File: src/rtl/hilo_muldiv_ctrl.sv
// HI/LO register control for MIPS-style multiply, divide and move-to-HI/LO.
// Multiplies complete at the accept edge; divides run a 32-cycle restoring sequence.
module hilo_muldiv_ctrl (
  input  logic        clk,
  input  logic        resetn,
  input  logic        req_valid,
  input  logic [5:0]  req_op,
  input  logic [31:0] req_src1,
  input  logic [31:0] req_src2,
  output logic        req_ready,
  input  logic        flush,
  output logic        busy,
  output logic        done,
  output logic [31:0] hi,
  output logic [31:0] lo
);

  typedef enum logic [0:0] {
    ST_IDLE = 1'b0,
    ST_DIV  = 1'b1
  } state_e;

  localparam logic [5:0] OP_DIV   = 6'b100000;
  localparam logic [5:0] OP_DIVU  = 6'b010000;
  localparam logic [5:0] OP_MULT  = 6'b001000;
  localparam logic [5:0] OP_MULTU = 6'b000100;
  localparam logic [5:0] OP_MTHI  = 6'b000010;
  localparam logic [5:0] OP_MTLO  = 6'b000001;

  state_e      state_q, state_d;
  logic [4:0]  cnt_q, cnt_d;
  logic [31:0] quo_q, quo_d;
  logic [31:0] rem_q, rem_d;
  logic [31:0] dvs_q, dvs_d;
  logic        qneg_q, qneg_d;
  logic        rneg_q, rneg_d;
  logic [31:0] hi_q, hi_d;
  logic [31:0] lo_q, lo_d;
  logic        done_s;

  logic        is_signed_div_s;
  logic        is_signed_mul_s;
  logic [31:0] mag1_s;
  logic [31:0] mag2_s;
  logic [63:0] ext1_s;
  logic [63:0] ext2_s;
  logic [63:0] prod_s;
  logic [33:0] trial_s;
  logic        take_s;
  logic [31:0] rem_step_s;
  logic [31:0] quo_step_s;

  // Operand conditioning, multiply datapath and one restoring-division step
  always_comb begin
    is_signed_div_s = (req_op == OP_DIV);
    is_signed_mul_s = (req_op == OP_MULT);
    mag1_s = (is_signed_div_s && req_src1[31]) ? (32'd0 - req_src1) : req_src1;
    mag2_s = (is_signed_div_s && req_src2[31]) ? (32'd0 - req_src2) : req_src2;
    ext1_s = {(is_signed_mul_s ? {32{req_src1[31]}} : 32'd0), req_src1};
    ext2_s = {(is_signed_mul_s ? {32{req_src2[31]}} : 32'd0), req_src2};
    prod_s = ext1_s * ext2_s;
    // A zero divisor always "takes", which yields quotient all-ones and remainder = dividend.
    trial_s    = {1'b0, rem_q, quo_q[31]} - {2'b00, dvs_q};
    take_s     = ~trial_s[33];
    rem_step_s = take_s ? trial_s[31:0] : {rem_q[30:0], quo_q[31]};
    quo_step_s = {quo_q[30:0], take_s};
  end

  // Next-state, HI/LO update and done generation
  always_comb begin
    state_d = state_q;
    cnt_d   = cnt_q;
    quo_d   = quo_q;
    rem_d   = rem_q;
    dvs_d   = dvs_q;
    qneg_d  = qneg_q;
    rneg_d  = rneg_q;
    hi_d    = hi_q;
    lo_d    = lo_q;
    done_s  = 1'b0;
    case (state_q)
      ST_IDLE: begin
        if (flush) begin
          state_d = ST_IDLE;
        end else if (req_valid) begin
          case (req_op)
            OP_DIV, OP_DIVU: begin
              quo_d   = mag1_s;
              dvs_d   = mag2_s;
              rem_d   = 32'd0;
              cnt_d   = 5'd0;
              qneg_d  = is_signed_div_s & (req_src1[31] ^ req_src2[31]);
              rneg_d  = is_signed_div_s & req_src1[31];
              state_d = ST_DIV;
            end
            OP_MULT, OP_MULTU: begin
              hi_d = prod_s[63:32];
              lo_d = prod_s[31:0];
            end
            OP_MTHI: hi_d = req_src1;
            OP_MTLO: lo_d = req_src1;
            default: state_d = ST_IDLE;
          endcase
        end else begin
          state_d = ST_IDLE;
        end
      end
      ST_DIV: begin
        if (flush) begin
          state_d = ST_IDLE;
        end else begin
          cnt_d = cnt_q + 5'd1;
          quo_d = quo_step_s;
          rem_d = rem_step_s;
          if (cnt_q == 5'd31) begin
            done_s  = 1'b1;
            state_d = ST_IDLE;
            lo_d    = qneg_q ? (32'd0 - quo_step_s) : quo_step_s;
            hi_d    = rneg_q ? (32'd0 - rem_step_s) : rem_step_s;
          end else begin
            state_d = ST_DIV;
          end
        end
      end
      default: state_d = ST_IDLE;
    endcase
  end

  // State and datapath registers
  always_ff @(posedge clk or negedge resetn) begin
    if (!resetn) begin
      state_q <= ST_IDLE;
      cnt_q   <= 5'd0;
      quo_q   <= 32'd0;
      rem_q   <= 32'd0;
      dvs_q   <= 32'd0;
      qneg_q  <= 1'b0;
      rneg_q  <= 1'b0;
      hi_q    <= 32'd0;
      lo_q    <= 32'd0;
    end else begin
      state_q <= state_d;
      cnt_q   <= cnt_d;
      quo_q   <= quo_d;
      rem_q   <= rem_d;
      dvs_q   <= dvs_d;
      qneg_q  <= qneg_d;
      rneg_q  <= rneg_d;
      hi_q    <= hi_d;
      lo_q    <= lo_d;
    end
  end

  assign req_ready = (state_q == ST_IDLE);
  assign busy      = (state_q == ST_DIV);
  assign done      = done_s;
  assign hi        = hi_q;
  assign lo        = lo_q;

endmodule
File: config.mk
export PLATFORM = sky130hd
export DESIGN_NAME = hilo_muldiv_ctrl
export DESIGN_NICKNAME = d
export VERILOG_FILES = /design/src/rtl/hilo_muldiv_ctrl.sv
export SDC_FILE = /design/constraint.sdc
export NUM_CORES = 2
export LEC_CHECK = 0
export BUFFER_PORTS_ARGS = -buffer_cell sky130_fd_sc_hd__buf_2
export CAP_MARGIN = 15
export CORE_ASPECT_RATIO = 1.2
export CORE_UTILIZATION = 56
export CTS_BUF_LIST = sky130_fd_sc_hd__clkbuf_16
export CTS_CLUSTER_DIAMETER = 30
export DETAILED_ROUTE_END_ITERATION = 10
export MAX_ROUTING_LAYER = met4
export PLACE_DENSITY = 0.7
export SLEW_MARGIN = 20
export SYNTH_ARGS = -nofsm -noshare
export SYNTH_HDL_FRONTEND = slang
export SYNTH_SLANG_ARGS = --single-unit
File: constraint.sdc
create_clock -name clk -period 14.75 [get_ports clk]
set_clock_uncertainty 0.1 [all_clocks]
set_input_delay 2.95 -clock clk [delete_from_list [all_inputs] [get_ports clk]]
set_output_delay 2.95 -clock clk [all_outputs]
set_load 0.01 [all_outputs]
==> out/summary.txt <==
setup total negative slack - 0 ns
Seq/Total Area, Yosys - 6.90%
EDFF count, synth - 0
critical path capture point type - register
max_cap viols - 0
final net count - 8,608
Peak Freq - 74.3 MHz
status - finished, final reports clean
Period minus WS final - 13.46 ns
Fillers - 9,630
die width - 303 um
Setup CP Type - in -> reg
placed instance area - 62,700 um^2
synthesized flop and latch total - 168
largest net degree at the start of global routing - 99
I/O pins - 141
initial antenna violation count - 16
vias - 48,100
worst hold-check path type - reg -> reg
Most used DFF post-synth - dfrtp_1
CTS-repair resized insts - 0
area leader, netlist - fa_1
# rows - 132
Bufs and invs on worst path - 7
die area - 110,000 um^2
Startpoint Class - input pin
Final Slew Violations - 0
final setup fails - 0
share of cells above drive strength 1 - 5.00%
Initial Util - 56.5%
Vert. Die Dim - 363 um
CTS tree - built
First DRT Iteration DRCs - 4,444
Post-DRT Antenna Nets - 0
total number of yosys warnings - 0
Worst-path clk slew - 0.07 ns
CP max stage delay - 0.87 ns
Inst Count DP - 8,155
drt wl/cell - 24.4 um
Post-CTS Setup Bufs - 0
drt pass-1 iters - 7
Critical Path RT - 15.04 ns
Worst-Margin Slew - 1.12 ns
IO buf count - 140
total global-route track usage - 38.7%
unrepaired setup endpoints after global routing - false
Root Buffer - clkbuf_16
Max clock buf depth - 2
most frequent CP cell - fa_1
CP top delay family - adder cells
CTS hold repair buffers - 0
synthesized area per cell - 8.83 um^2
H-tree lvl count - 4
vias in the first global route - 51,300
Worst-Skew Late Latency - 0.46 ns
Syn Inst Count - 6,896
cell area after synthesis - 60,900 um^2
Slowest cell on crit path - fa_1
Non-Filler Instances - 8,203
CP Data Arrival Time - 13.75 ns
main area contributors after synthesis - fa_1 47%, inv_1 9.9%, ha_1 7.1%
post-DP HPWL - 163,000 um
CTS buffer count - 17
vias per cell - 5.86
ratio of final minimum period to clock period - 91.3%
Synth Net Count - 8,737
post-synthesis cell type count - 99
Yosys top cell area share - 46.7%
Remaining Overflow, GRT - 0
Crit Path Max Fanout - 25
asr flop ratio synth - 100%
Rel. slew slack - 25.1%
final-report hold violation count - 0
GPL Wtd Cong - 1.02
drt total wl - 200,000 um
clk sink count - 168
post-route design area - 63,300 um^2
DRC viols - 0
first-pass GRT wire length - 307,000 um
Placeable Area - 108,000 um^2
synthesis-to-layout area growth - 3.99%
## layout make-up
cell class                      count  area [um^2]  share of cell area [%]
Antenna cell                       16         40.0                  0.0632
Clock buffer                       17          425                   0.672
Clock inverter                     15          140                   0.221
Inverter                         1603         6020                    9.50
Multi-Input combinational cell   4729        49200                    77.7
Sequential cell                   168         4210                    6.64
Tap cell                         1407         1760                    2.78
Timing Repair Buffer              248         1540                    2.44
## final timing paths
kind | start | endpoint | slack (ns) | cells after the start
max in group asynchronous | resetn | rem_q[10] | 10.54 | 2
max reg2reg | dvs_q[10] | hi[26] | 7.89 | 19
min in group asynchronous | resetn | rem_q[4] | 2.48 | 1
min | lo[24] | lo[24] | 0.37 | 1
min reg2reg | lo[24] | lo[24] | 0.37 | 1
max | req_op[0] | hi[28] | 1.29 | 29
## metal layers
| layer | GRT usage [%] | wire length, um |
|---|---|---|
| met1 | 47.6 | 73000 |
| met5 | - | 0 |
| met3 | 9.12 | 22700 |
| met2 | 60.3 | 92300 |
| met4 | 18.0 | 11800 |
## per-stage QoR
step                      hold WS [ns]  worst slack (ns)  util, %
after floorplan                  0.350              2.32        -
after global placement           0.358             0.862     58.2
after detailed placement         0.362             0.622     58.2
after CTS                        0.378              1.05     58.7
after global routing             0.397             0.877     58.7
final                            0.374              1.29     58.7
## flip-flops by register name (all words and copies together), names as in the netlist
register	count
qneg_q	1
quo_q	32
rneg_q	1
rem_q	32
cnt_q	5
busy	1
hi	32
lo	32
dvs_q	32
## cell usage in the layout, fill, tap and decap left out, types with 154 or more instances in the layout
cell,count
a21oi_1,207
and2_1,347
dfrtp_1,167
fa_1,1420
ha_1,347
inv_1,1599
nand2_1,989
nor2_1,193
o21ai_0,247
xnor2_1,154
## cell usage after synthesis, types with 29 or more instances
| master | number |
|---|---|
| a21oi_1 | 208 |
| buf_1 | 62 |
| nor3_1 | 41 |
| and2_1 | 347 |
| a211oi_1 | 37 |
| a31oi_1 | 37 |
| xor2_1 | 93 |
| o21ai_0 | 247 |
| nand3_1 | 67 |
| a21o_1 | 70 |
| xnor2_1 | 154 |
| inv_1 | 1599 |
| clkbuf_1 | 320 |
| fa_1 | 1420 |
| and3_1 | 35 |
| dfrtp_1 | 168 |
| o31ai_1 | 29 |
| ha_1 | 347 |
| nor2_1 | 194 |
| nand2_1 | 990 |
## kinds of logic (layout without fill, tap and decap cells)
group           Yosys count  count (layout)  share of synthesized area [%]
buf+inv                1999            1883                           12.4
flops                   168             168                           6.90
xor+xnor                247             247                           3.55
mux                      28              28                          0.466
other cells               0              16                              0
compound gates          854             854                           8.95
simple gates           1830            1830                           13.9
fa+ha+maj              1770            1770                           53.8
Power is not shown: default switching activity piles up to over one toggle a cycle in this logic, so the estimate is an artifact.
